**src/rtl/pipe_pkg.sv**
```systemverilog
// Shared layout for the memory stage: EX/MEM bundle field offsets, MEM/WB layout, FSM state.
package pipe_pkg;

    typedef enum logic {IDLE = 1'b0, ACCESS = 1'b1} state_t;

    localparam int RC_W  = 4;
    localparam int OPC_W = 4;
    localparam int OPT_W = 2;

    // EX/MEM bundle, LSB upward: rd3, Rc, Rb, Ra, regWrite, memToReg, memWrite,
    // branchFlag, negFlag, zeroFlag, aluResult, opCode, opType
    function automatic int rc_lsb(int n);      return n;          endfunction
    function automatic int rw_bit(int n);      return n + 12;     endfunction
    function automatic int mtr_bit(int n);     return n + 13;     endfunction
    function automatic int mw_bit(int n);      return n + 14;     endfunction
    function automatic int br_bit(int n);      return n + 15;     endfunction
    function automatic int zero_bit(int n);    return n + 17;     endfunction
    function automatic int alu_lsb(int n);     return n + 18;     endfunction
    function automatic int opc_lsb(int n);     return 2 * n + 18; endfunction
    function automatic int opt_lsb(int n);     return 2 * n + 22; endfunction
    function automatic int bundle_w(int n);    return 2 * n + 24; endfunction

    // MEM/WB word, LSB upward: Rc, regWrite, memToReg, aluResult, memData, opCode, opType
    localparam int WB_RW_BIT = 4;
    function automatic int wb_w(int n);        return 2 * n + 12; endfunction

endpackage

```
**src/rtl/mem_access_if.sv**
```systemverilog
// Data-memory request/response bus between the memory stage and the data memory.
interface mem_access_if #(
    parameter int N = 4
) ();
    logic         memReq;
    logic         memWe;
    logic [N-1:0] memAddr;
    logic [N-1:0] memWData;
    logic         memAck;
    logic [N-1:0] memRData;

    modport master (output memReq, memWe, memAddr, memWData, input memAck, memRData);
    modport slave  (input memReq, memWe, memAddr, memWData, output memAck, memRData);
endinterface

```
**src/rtl/access_timer.sv**
```systemverilog
// Counts ACCESS cycles; o_expired flags the cycle that is the TIMEOUT-th one.
module access_timer #(
    parameter int TIMEOUT = 15
) (
    input  logic clk,
    input  logic rst,
    input  logic i_clr,
    input  logic i_en,
    output logic o_expired
);
    localparam int CW = $clog2(TIMEOUT + 1);

    logic [CW-1:0] r_cnt;

    always_ff @(posedge clk or negedge rst) begin
        if (!rst)       r_cnt <= '0;
        else if (i_clr) r_cnt <= '0;
        else if (i_en)  r_cnt <= r_cnt + 1'b1;
    end

    // r_cnt holds completed cycles, so the current cycle number is r_cnt+1
    assign o_expired = i_en && (r_cnt == CW'(TIMEOUT - 1));
endmodule

```
**src/rtl/mem_access.sv**
```systemverilog
// Memory pipeline stage: passes ALU ops straight to MEM/WB, runs loads/stores over a
// request/ack bus with a timeout abort that suppresses the register write.
module mem_access
    import pipe_pkg::*;
#(
    parameter int N       = 4,
    parameter int BW      = 82,
    parameter int TIMEOUT = 15
) (
    input  logic                 clk,
    input  logic                 rst,
    input  logic                 en,
    input  logic                 flush,
    input  logic                 validIn,
    input  logic [BW-1:0]        bundleIn,
    mem_access_if.master         mem,
    output logic                 stall,
    output logic                 pcSrc,
    output logic                 memErr,
    output logic                 wbValid,
    output logic [wb_w(N)-1:0]   wbOut
);
    localparam int LO_W = N + 6;

    logic [OPT_W-1:0] w_opType;
    logic [OPC_W-1:0] w_opCode;
    logic [N-1:0]     w_alu, w_rd3, w_memData;
    logic [RC_W-1:0]  w_rc;
    logic             w_zero, w_br, w_mw, w_mtr, w_rw, w_expired, w_unused;

    assign w_opType = bundleIn[opt_lsb(N) +: OPT_W];
    assign w_opCode = bundleIn[opc_lsb(N) +: OPC_W];
    assign w_alu    = bundleIn[alu_lsb(N) +: N];
    assign w_zero   = bundleIn[zero_bit(N)];
    assign w_br     = bundleIn[br_bit(N)];
    assign w_mw     = bundleIn[mw_bit(N)];
    assign w_mtr    = bundleIn[mtr_bit(N)];
    assign w_rw     = bundleIn[rw_bit(N)];
    assign w_rc     = bundleIn[rc_lsb(N) +: RC_W];
    assign w_rd3    = bundleIn[N-1:0];
    assign w_unused = ^bundleIn;

    state_t                   r_state;
    logic                     r_memReq, r_memWe, r_memErr, r_wbValid;
    logic [N-1:0]             r_memAddr, r_memWData;
    logic [OPT_W+OPC_W-1:0]   r_latHi;
    logic [LO_W-1:0]          r_latLo;
    logic [wb_w(N)-1:0]       r_wbOut;

    access_timer #(.TIMEOUT(TIMEOUT)) u_timer (
        .clk       (clk),
        .rst       (rst),
        .i_clr     (r_state == IDLE),
        .i_en      (r_state == ACCESS),
        .o_expired (w_expired)
    );

    // Stores (including memWrite&memToReg) write back zero rather than bus data
    assign w_memData = r_memWe ? '0 : mem.memRData;

    always_ff @(posedge clk or negedge rst) begin
        if (!rst) begin
            r_state    <= IDLE;
            r_memReq   <= 1'b0;
            r_memWe    <= 1'b0;
            r_memAddr  <= '0;
            r_memWData <= '0;
            r_memErr   <= 1'b0;
            r_wbValid  <= 1'b0;
            r_wbOut    <= '0;
            r_latHi    <= '0;
            r_latLo    <= '0;
        end else begin
            case (r_state)
                IDLE: if (en) begin
                    if (validIn && !flush) begin
                        if (w_mw || w_mtr) begin
                            r_latHi    <= {w_opType, w_opCode};
                            r_latLo    <= {w_alu, w_mtr, w_rw, w_rc};
                            r_memReq   <= 1'b1;
                            r_memWe    <= w_mw;
                            r_memAddr  <= w_alu;
                            r_memWData <= w_rd3;
                            r_wbValid  <= 1'b0;
                            r_state    <= ACCESS;
                        end else begin
                            r_wbOut   <= {w_opType, w_opCode, {N{1'b0}}, w_alu, w_mtr, w_rw, w_rc};
                            r_wbValid <= 1'b1;
                        end
                    end else begin
                        r_wbValid <= 1'b0;
                    end
                end
                ACCESS: if (mem.memAck || w_expired) begin
                    r_state    <= IDLE;
                    r_memReq   <= 1'b0;
                    r_memWe    <= 1'b0;
                    r_memAddr  <= '0;
                    r_memWData <= '0;
                    r_wbValid  <= 1'b1;
                    if (mem.memAck) begin
                        r_wbOut <= {r_latHi, w_memData, r_latLo};
                    end else begin
                        // aborted access: deliver the slot but never write the register file
                        r_wbOut  <= {r_latHi, {N{1'b0}}, r_latLo[LO_W-1:WB_RW_BIT+1], 1'b0, r_latLo[RC_W-1:0]};
                        r_memErr <= 1'b1;
                    end
                end
                default: r_state <= IDLE;
            endcase
        end
    end

    assign mem.memReq   = r_memReq;
    assign mem.memWe    = r_memWe;
    assign mem.memAddr  = r_memAddr;
    assign mem.memWData = r_memWData;

    assign stall   = (r_state == ACCESS) && !mem.memAck && !w_expired;
    assign pcSrc   = validIn && w_br && w_zero && !flush;
    assign memErr  = r_memErr;
    assign wbValid = r_wbValid;
    assign wbOut   = r_wbOut;
endmodule

```
**src/flat_wrapper.sv**
```systemverilog
// flat-port wrapper written by rule: the top's interface ports become plain ports
module mem_access_flat import pipe_pkg::*;
#(
    parameter int N       = 4,
    parameter int BW      = 82,
    parameter int TIMEOUT = 15
)
  (clk, rst, en, flush, validIn, bundleIn, stall, pcSrc, memErr, wbValid, wbOut, mem_memReq, mem_memWe, mem_memAddr, mem_memWData, mem_memAck, mem_memRData);
  mem_access_if #(.N(N)) mem_i ();
  input  logic clk;
  input  logic rst;
  input  logic en;
  input  logic flush;
  input  logic validIn;
  input  logic [BW-1:0] bundleIn;
  output logic stall;
  output logic pcSrc;
  output logic memErr;
  output logic wbValid;
  output logic [wb_w(N)-1:0] wbOut;
  output wire logic [$bits(mem_i.memReq)-1:0] mem_memReq;
  output wire logic [$bits(mem_i.memWe)-1:0] mem_memWe;
  output wire logic [$bits(mem_i.memAddr)-1:0] mem_memAddr;
  output wire logic [$bits(mem_i.memWData)-1:0] mem_memWData;
  input wire logic [$bits(mem_i.memAck)-1:0] mem_memAck;
  input wire logic [$bits(mem_i.memRData)-1:0] mem_memRData;
  assign mem_memReq = mem_i.memReq;
  assign mem_memWe = mem_i.memWe;
  assign mem_memAddr = mem_i.memAddr;
  assign mem_memWData = mem_i.memWData;
  assign mem_i.memAck = mem_memAck;
  assign mem_i.memRData = mem_memRData;
  mem_access #(.N(N), .BW(BW), .TIMEOUT(TIMEOUT)) u_core (.clk(clk), .rst(rst), .en(en), .flush(flush), .validIn(validIn), .bundleIn(bundleIn), .mem(mem_i), .stall(stall), .pcSrc(pcSrc), .memErr(memErr), .wbValid(wbValid), .wbOut(wbOut));
endmodule
```
**config.mk**
```make
export PLATFORM = sky130hd
export DESIGN_NAME = mem_access_flat
export DESIGN_NICKNAME = d
export VERILOG_FILES = /design/src/rtl/pipe_pkg.sv /design/src/rtl/mem_access_if.sv /design/src/rtl/access_timer.sv /design/src/rtl/mem_access.sv /design/src/flat_wrapper.sv
export SDC_FILE = /design/constraint.sdc
export NUM_CORES = 1
export LEC_CHECK = 0
export CAP_MARGIN = 40
export CORE_ASPECT_RATIO = 1.25
export CORE_MARGIN = 4
export CORE_UTILIZATION = 43
export DETAILED_ROUTE_END_ITERATION = 16
export GPL_ROUTABILITY_DRIVEN = 0
export GPL_TIMING_DRIVEN = 0
export PLACE_DENSITY_LB_ADDON = 0.05
export SLEW_MARGIN = 20
export SYNTH_ARGS = -nofsm -noshare
export SYNTH_HDL_FRONTEND = slang
export SYNTH_SLANG_ARGS = --single-unit
export TNS_END_PERCENT = 100
```
**constraint.sdc**
```tcl
create_clock -name clk -period 4.5 [get_ports clk]
set_clock_uncertainty 0.2 [all_clocks]
set_input_delay 1.125 -clock clk [delete_from_list [all_inputs] [get_ports clk]]
set_output_delay 1.125 -clock clk [all_outputs]
set_load 0.05 [all_outputs]
```
==> results.json, run 1 <==
{
  "power_density_mw_per_mm2": 512,
  "numCtsBuffers": 5,
  "drive_gt1_share_pct": 30.2,
  "path_clk_slew_ns": 0.09,
  "cp_slowest_cell": "clkdlybuf4s50_1",
  "grt_pass1_vias": 1709,
  "holdWs_ns": 0.290,
  "start_util_pct": 44.6,
  "critPathLaunch": "mem_memAck",
  "cts_tree": "done",
  "vias": 1535,
  "dp_hpwl_mm": 3.79,
  "wl_mm": 5.18,
  "ff2ff_path_depth": 5,
  "crit_end": "stall",
  "drtPass1Iterations": 4,
  "grt_usage_pct": 16.2,
  "r2r-start": "u_core.u_timer.r_cnt[0]",
  "clock-sinks": 53,
  "drt_iter0_markers": 56,
  "post_drt_wl_per_cell_um": 17.3,
  "worstSetupPathType": "primary input to output port",
  "h-tree-depth": 2,
  "grt_max_degree": 54,
  "drv_slew": 0,
  "rsz0062_at_grt": "false",
  "timing.fmax_mhz": 240,
  "status": "completed",
  "cellLeakagePower_nw": 1.42,
  "yosysSeqAreaShare_pct": 54.7,
  "clockRootBuffer": "clkbuf_8",
  "place_area_mm2": 0.00316,
  "die_w_um": 75.2,
  "clkLatencyLatePin_ns": 0.30,
  "final-setup-viol-count": 0,
  "tns_ns": 0,
  "cp_common_cell": "clkdlybuf4s50_1",
  "reg2reg_slack_ns": 2.41,
  "diodes": 0,
  "cp_max_fo": 5,
  "cp_cell_sequence": "clkdlybuf4s50_1 -> nand2b_1 -> nor2_1 -> clkdlybuf4s50_1",
  "synth.avg_cell_area_um2": 15.1,
  "grt_pass1_wl_mm": 8.53,
  "cap_violations": 0,
  "worst_ep_arrival_time_ns": 2.84,
  "routed_via_density": 5.13,
  "total_power_mw": 1.66,
  "core-area_mm2": 0.00544,
  "worst_pin_slew_ns": 0.667,
  "ios": 126,
  "ys_warn_count": 0,
  "syn_area_mm2": 0.00242,
  "vdd_ir_drop_max_mv": 0.221,
  "max_stage_delay_ns": 0.83,
  "antenna_found_initial": 0,
  "finish.net_count": 328,
  "clockBufferDepth": 2,
  "period_share_pct": 92.5,
  "cp-end-kind": "output port",
  "area_growth_pct": 34.1,
  "start_kind": "primary input",
  "nFillCells": 428,
  "drc": 0,
  "yosys.cell_types.count": 39,
  "synth_nets": 255,
  "synthesis.instances": 161,
  "critPathRequiredTime_ns": 3.17,
  "num_rows": 30,
  "slew-limit-headroom_pct": 55.5,
  "hold_buffers": 0,
  "min-delay-path-class": "flip-flop to flip-flop",
  "die_y_um": 92.0,
  "r2r_end": "u_core.mem.memWData[3]",
  "synth-seq-cells": 53,
  "io_buffers": 66,
  "fin_crit_ns": 4.16,
  "ant_nets": 0,
  "final_util_pct": 59.7,
  "cts_resized": 0,
  "hold_viol_final": 0,
  "fin_area_mm2": 0.00325,
  "gr-total-overflow": 0,
  "post_cts_buffers": 0,
  "dieArea_mm2": 0.00691
}
[routing by layer]
metal  vias up  part of all wire, %  global-route usage, %
met2        42                   51                   28.1
li1        723                    -                      -
met4         0                  1.9                   4.96
met3        10                  5.0                   3.62
met1       760                   42                   19.7
met5         -                    0                      0
[cells in the final DEF (no fill, tap or decap), drive strengths merged]
cell / n
dfrtp: 53
clkdlybuf4s50: 65
xor2: 1
a32o: 1
xnor2: 1
mux2: 46
o21ai: 2
nor4b: 1
o21bai: 1
a21oi: 1
a22o: 11
nand2: 4
o221a: 1
buf: 8
and4bb: 1
or2: 3
clkbuf: 7
inv: 4
nor2b: 4
ha: 2
nand2b: 1
and4b: 1
a21o: 2
clkinvlp: 2
and3: 1
nor2: 2
a22oi: 1
mux2i: 1
o221ai: 1
and2: 3
a31o: 1
nand3: 2
[per-stage QoR]
step,setup slack (ns),std cells
2_1_floorplan,1.19,161
3_3_place_gp,0.357,291
3_5_place_dp,0.351,291
4_1_cts,0.340,299
5_1_grt,0.214,299
6_report,0.340,299
[cell usage after synthesis (all sizes together)]
cell type,number,area [um^2]
or2,3,18.8
nand3,2,10.0
xnor2,1,8.76
a31o,1,8.76
dfrtp,53,1330
buf,7,81.3
and4b,1,10.0
o21ai,2,10.0
ha,2,25.0
nor4b,1,23.8
a22o,11,97.6
a21oi,1,5.00
o21bai,1,7.51
a32o,1,10.0
xor2,1,8.76
nor2b,4,25.0
and2,3,21.3
clkbuf,1,3.75
o221ai,1,8.76
and4bb,1,16.3
o221a,1,11.3
a22oi,1,12.5
mux2,46,593
nor2,2,7.51
mux2i,1,10.0
nand2,4,15.0
nand2b,1,6.26
and3,1,11.3
a21o,2,16.3
inv,4,15.0
[worst min-delay path by stage]
stage                                       start                       to  depth (start not counted)
after floorplan           u_core.u_timer.r_cnt[0]  u_core.u_timer.r_cnt[0]                          1
after global placement    u_core.u_timer.r_cnt[0]  u_core.u_timer.r_cnt[0]                          1
after detailed placement            u_core.memErr            u_core.memErr                          1
after CTS                           u_core.memErr            u_core.memErr                          1
after global routing            u_core.r_latHi[0]        u_core.r_latHi[0]                          1
final                               u_core.memErr            u_core.memErr                          1
[logic make-up (layout without fill, tap and decap cells)]
kind of cell / after synthesis / in the layout / synth area share, %
xor+xnor: 2 / 2 / 0.723
flops: 53 / 53 / 54.7
simple gates: 23 / 23 / 6.81
compound gates: 22 / 22 / 7.74
buf+inv: 12 / 86 / 4.13
mux: 47 / 47 / 24.9
fa+ha+maj: 2 / 2 / 1.03
[worst max-delay path, delay by kind of cell]
family	cells	cell delay, ns
buf+inv	2	1.31
simple gates	2	0.40
[area by class of cell]
class	instances	area (um^2)	area share [%]
sequential	53	1330	40.8
multi-input combinational	96	998	30.7
timing repair buffer	66	658	20.2
buffer	8	85.1	2.62
tap	64	80.1	2.46
clock buffer	6	72.6	2.23
clock inverter	2	15.0	0.462
inverter	4	15.0	0.462
[state kept, by name, indices dropped and copies added (netlist names)]
signal and cells:
u_core.wbOut 20, u_core.mem.memAddr 4, u_core.u_timer.r_cnt 4, u_core.memErr 1
u_core.mem.memWData 4, u_core.r_state 1, u_core.r_latHi 6, u_core.r_latLo 10
u_core.mem.memWe 1, u_core.wbValid 1, u_core.mem.memReq 1
[where the power goes]
part,internal (mW),switching (mW),leakage [nW],total [mW]
clock,0.110,0.151,0.0374,0.261
combinational,0.313,0.425,0.721,0.739
sequential,0.598,0.0672,0.657,0.665
total,1.02,0.644,1.42,1.66
(Power assumes the default switching activity.)
==> run 2: changes to the inputs <==
--- a/config.mk
+++ b/config.mk
@@ -10,7 +10,6 @@
 export CORE_MARGIN = 4
 export CORE_UTILIZATION = 43
 export DETAILED_ROUTE_END_ITERATION = 16
-export GPL_ROUTABILITY_DRIVEN = 0
 export GPL_TIMING_DRIVEN = 0
 export PLACE_DENSITY_LB_ADDON = 0.05
 export SLEW_MARGIN = 20
==> constraint.sdc (replaced) <==
create_clock -name clk -period 4.89 [get_ports clk]
set_clock_uncertainty 0.2 [all_clocks]
set_input_delay 1.2225 -clock clk [delete_from_list [all_inputs] [get_ports clk]]
set_output_delay 1.2225 -clock clk [all_outputs]
set_load 0.05 [all_outputs]
==> results of run 2 <==
The final DEF is identical to that of run 1. Status: completed.
Among the figures that moved: setup slack after placement 0.351 ns -> 0.546 ns; setup slack after layout 0.340 ns -> 0.535 ns; register-to-register setup slack 2.41 ns -> 2.80 ns; total power 1.66 mW -> 1.53 mW; worst IR drop on VDD 0.221 mV -> 0.203 mV
==> variant 1, RTL diff (config.mk and constraints of run 1) <==
Put one more register stage on the output `memErr`, without a reset. The value now appears one clock later. The other outputs are not delayed to match.
--- a/src/rtl/mem_access.sv
+++ b/src/rtl/mem_access.sv
@@ -120,3 +120,5 @@
     assign pcSrc   = validIn && w_br && w_zero && !flush;
-    assign memErr  = r_memErr;
+    always_ff @(posedge clk) begin
+        memErr <= r_memErr;
+    end
     assign wbValid = r_wbValid;
Formal check against the unedited RTL: same outputs for any inputs over 10 cycles, from zero or initial values and one cycle with rst low; that may be too few to reach the edited logic, so the function may still have changed.
==> variant 1 against run 1 <==
  * Worst setup slack got worse by 0.011 ns
  * Cell area up 0.81%
  * Hold slack worse by 0.10 ns
  * Power is 1.7% higher
  * Routed wire length is essentially flat
  * Via count is 0.78% higher
  * Synthesized area up 0.83%
  * Sequential power is 1% higher
  * Sequential cell count rose by 1
  * Clock power rose by 7%
==> variant 1: results (changes against run 1) <==
DRT Pass-1 Iters: 4 (unchanged)
Leak pwr: 1.43 nW (+1.1%)
Met2 Usage GRT: 25.0% (-3.1 points)
Post-synth top cells: dfrtp_1 (53), mux2_2 (26), mux2_4 (20)
Fin cells: 300 (+0.33%)
First-pass GRT wire length: 8310 um (-2.6%)
Arr. time, crit path: 2.85 ns (about the same)
GR Util met3: 3.91% (+0.29 points)
Synth top area cells: dfrtp_1 (54%), mux2_4 (12%), mux2_2 (12%)
Largest net degree at the start of global routing: 54 (unchanged)
Status: completed
Half-perimeter wire length after placement: 3830 um (+1.2%)
Buffers added on ports: 66 (unchanged)
Hold_sp: u_core.r_memErr$_DFFE_PN0P_
Worst slack at placement: 0.348 ns (-0.00301 ns)
Crit Path Max Fanout: 5 (unchanged)
R2R Setup Slk: 2.44 ns (+0.03 ns)
Clk_lat worst skew: 0.31 ns
Total CTS buffers: 5 (unchanged)
Met1 Usage GRT: 20.5% (+0.82 points)
Hold Path End: u_core.memErr$_DFF_P_
CTS resizes: 0 (unchanged)
Worst Setup SP: mem_memAck
Post-CTS Setup Bufs: 0 (unchanged)
Max reg flops: 20 (unchanged)
Sequential power share: 39.8% (about the same)
Placed Area: 3180 um^2 (+0.63%)
DRC Markers: 0 (unchanged)
Nets: 329 (+0.30%)
RR Startpoint: u_core.u_timer.r_cnt[0]$_DFF_PN0_
H-Tree Depth: 2 (unchanged)
WHS: 0.186 ns (-0.104 ns)
Hold Path Depth: 0 (-1)
CP Capture Point: stall
Share of cells above drive strength 1: 30.5% (+0.30 points)
Asr flop ratio synth: 98.1% (-1.9 points)
Mapped Cells: 162 (+0.62%)
Slowest-stage cell, CP: clkdlybuf4s50_1
Slowest stage delay, CP: 0.82 ns
Sequential cell area fraction in the yosys report: 55.1% (+0.37 points)
Synth cell types: 40 (+2.6%)
Routed vias/inst: 5.16 (+0.45%)
Slew HR: 56.0% (+0.49 points)
Vias in the first global route: 1683 (-1.5%)
Inst Count DP: 292 (+0.34%)
Iter 0 DRT Violations: 65 (+16%)
Deepest clock path buffer count: 2 (unchanged)
Routed wire length per instance: 17.2 um (-0.43%)
Root Driver: clkbuf_8
Combinational power: 741 uW (about the same)
Reg2Reg Depth: 5 (unchanged)
Switch share: 39.0% (+0.32 points)
Max VDD drop: 0.398 mV (+80%)
Tot Pwr: 1.69 mW (+1.7%)
Inserted Diodes: 0 (unchanged)
Tmin final: 4.17 ns (+0.0110 ns)
Net count after synthesis: 256 (+0.39%)
Tot GR Track Use: 15.6% (-0.68 points)
YS warnings: 0 (unchanged)
-- variant 1: kinds of logic (layout without fill, tap and decap cells) --
family                   Yosys count  after routing  synth area share, %
flip-flops                        54             54                 55.1
multiplexers                      47             47                 24.7
AND/OR/NAND/NOR                   23             23                 6.76
AO/OA/AOI/OAI                     22             22                 7.68
buffers and inverters             12             86                 4.09
adder cells (fa/ha/maj)            2              2                 1.02
XOR/XNOR                           2              2                0.717
-- variant 1: metal layers --
metal	wire length [um]	up-vias
met2	2610	43
met1	2260	769
met5	0	-
met4	72	0
met3	235	8
li1	-	727
-- variant 1: area by class of cell --
type	instances	area [um^2]
inverters	4	15.0
clock inverters	3	25.0
multi-input cells	96	998
well taps	64	80.1
flip-flops and latches	54	1350
plain buffers	8	85.1
clock buffers	5	68.8
fillers	429	2200
repair buffers	66	658
-- variant 1: worst max-delay path, delay by kind of cell --
| family | cells | cell delay (ns) |
|---|---|---|
| buffers and inverters | 2 | 1.32 |
| AND/OR/NAND/NOR | 2 | 0.40 |
==> variant 2, RTL diff (flow settings as in run 1) <==
Made on the original files. Reset style: synchronous (`rst`), changed in 2 clocked blocks.
--- a/src/rtl/access_timer.sv
+++ b/src/rtl/access_timer.sv
@@ -14,3 +14,3 @@
 
-    always_ff @(posedge clk or negedge rst) begin
+    always_ff @(posedge clk) begin
         if (!rst)       r_cnt <= '0;
--- a/src/rtl/mem_access.sv
+++ b/src/rtl/mem_access.sv
@@ -60,3 +60,3 @@
 
-    always_ff @(posedge clk or negedge rst) begin
+    always_ff @(posedge clk) begin
         if (!rst) begin
Function: differs if rst is asserted again (counterexample within 4 cycles, from zero or initial values and one cycle with rst low); with rst held inactive, the same outputs for 10 cycles.
==> variant 2 against run 1 <==
  * Via count increased by 40%
  * First-iteration DRC count is 71% higher
  * Routed wire length rose by 18%
  * Sequential cell count unchanged
  * Synthesized area decreased by 0.98%
  * Register-to-register slack improved by 0.23 ns
  * Cell area shrank 0.12%
  * Core utilization is 0.35 points higher
  * Worst setup slack worse by 0.023 ns
  * Critical path depth did not move
Power is not compared: it rests on default switching activity, and its combinational part moved more than twofold at a synthesized area within 25%.
==> variant 2: results (changes against run 1) <==
Status: completed
Routed via count: 2145 (+40%)
Post-synth top cells: dfxtp_1 (53), nand2_1 (29), a21boi_1 (21)
WHS: 0.263 ns (-0.0276 ns)
H-Tree Depth: 2 (unchanged)
Largest net degree at the start of global routing: 18 (-67%)
Iter 0 DRT Violations: 96 (+71%)
Synth top area cells: dfxtp_1 (44%), mux2i_1 (6.7%), a21boi_1 (6.6%)
RR Endpoint: u_core.wbOut[17]$_SDFFE_PN0P_
Total CTS buffers: 5 (unchanged)
Max reg flops: 20 (unchanged)
Routed wire length per instance: 15.4 um (-11%)
Setup WS post-layout: 0.317 ns (-0.0229 ns)
Half-perimeter wire length after placement: 4450 um (+18%)
Reg2Reg Depth: 6 (+1)
Deepest clock path buffer count: 2 (unchanged)
Worst slack at placement: 0.350 ns (-0.00129 ns)
Clk pin slew, worst setup/hold paths: 0.09 ns (about the same)
Synth cell types: 40 (+2.6%)
Asr flop ratio synth: 0% (-100 points)
Share of cells above drive strength 1: 12.9% (-17 points)
Buffers added on ports: 65 (-1.5%)
Slowest-stage cell, CP: clkdlybuf4s50_1
Net count after synthesis: 354 (+39%)
Inserted Diodes: 0 (unchanged)
Leak pwr: 1.25 nW
ANT nets after route: 0 (unchanged)
CP Capture Point: stall
First-pass GRT wire length: 10200 um (+19%)
Hold_sp: u_core.wbOut[2]$_SDFFE_PN0P_
Tot GR Track Use: 18.7% (+2.5 points)
P_sw: 259 uW
Post-CTS Hold Buffers: 0 (unchanged)
Hold Path Class: register to register
Nets: 426 (+30%)
YS warnings: 0 (unchanged)
R2R Setup Slk: 2.64 ns (+0.23 ns)
Root Driver: clkbuf_8
Top FF cell, synth: dfxtp_1
RR Startpoint: u_core.u_timer.r_cnt[0]$_SDFF_PN0_
Initial antenna violation count: 0 (unchanged)
Slew HR: 64.1% (+8.6 points)
Post-CTS Setup Bufs: 0 (unchanged)
Sequential cell area fraction in the yosys report: 44.2% (-11 points)
DRT Pass-1 Iters: 4 (unchanged)
Max VDD drop: 0.187 mV
Crit Path Max Fanout: 5 (unchanged)
==> variant 2: cell count changes in the layout (fill, tap and decap cells not counted), moves of 14 or more <==
cell	delta
mux2_2	-26
nand2_1	+25
o21ai_0	+16
dfxtp_1	+53
mux2i_1	+15
or2_2	+14
dfrtp_1	-53
o211ai_1	+15
a21boi_1	+21
mux2_4	-20
nand3_1	+14
==> variant 2: metrics by stage <==
step | std cells | instance area (um^2)
2_1_floorplan | 260 | 2400
3_3_place_gp | 389 | 3130
3_5_place_dp | 389 | 3130
4_1_cts | 397 | 3250
5_1_grt | 397 | 3250
6_report | 397 | 3250
==> variant 2: layout make-up <==
type | instances | area, um^2
plain buffers | 22 | 124
clock buffers | 5 | 68.8
clock inverters | 3 | 46.3
fillers | 512 | 2160
inverters | 4 | 17.5
multi-input cells | 181 | 1200
flip-flops and latches | 53 | 1060
well taps | 64 | 80.1
repair buffers | 65 | 651
==> variant 2: per-layer routing <==
layer	GRT usage, %	part of all wire [%]	vias up
li1	-	-	1073
met2	29.7	47	69
met5	0	0	-
met3	4.10	6.7	4
met1	25.0	45	999
met4	5.34	0.94	0
==> variant 2: worst min path at each step <==
stage,to,cells after the start
floorplan,u_core.u_timer.r_cnt[0]$_SDFF_PN0_,1
global placement,u_core.u_timer.r_cnt[0]$_SDFF_PN0_,1
detailed placement,u_core.wbOut[2]$_SDFFE_PN0P_,2
CTS,u_core.wbOut[2]$_SDFFE_PN0P_,2
global route,u_core.wbOut[1]$_SDFFE_PN0P_,2
finish,u_core.wbOut[2]$_SDFFE_PN0P_,2
==> variant 2: worst max-delay path, delay by kind of cell <==
family,cells,cell delay [ns]
simple gates,2,0.38
buf+inv,2,1.36
==> variant 2: power by group through the flow <==
stage          Sequential [mW]  Clock [mW]  Combinational, mW
6_report                 0.488       0.332              0.159
5_1_grt                  0.490       0.352              0.171
4_1_cts                  0.488       0.336              0.159
3_5_place_dp             0.499           0              0.159
3_3_place_gp             0.498           0              0.158
2_1_floorplan            0.525           0             0.0661
==> variant 2: cells by family after synthesis <==
| family | after synthesis | share of synthesized area (%) |
|---|---|---|
| AND/OR/NAND/NOR | 85 | 18.4 |
| XOR/XNOR | 2 | 0.730 |
| flip-flops | 53 | 44.2 |
| buffers and inverters | 26 | 5.89 |
| AO/OA/AOI/OAI | 76 | 23.0 |
| multiplexers | 16 | 6.67 |
| adder cells (fa/ha/maj) | 2 | 1.04 |
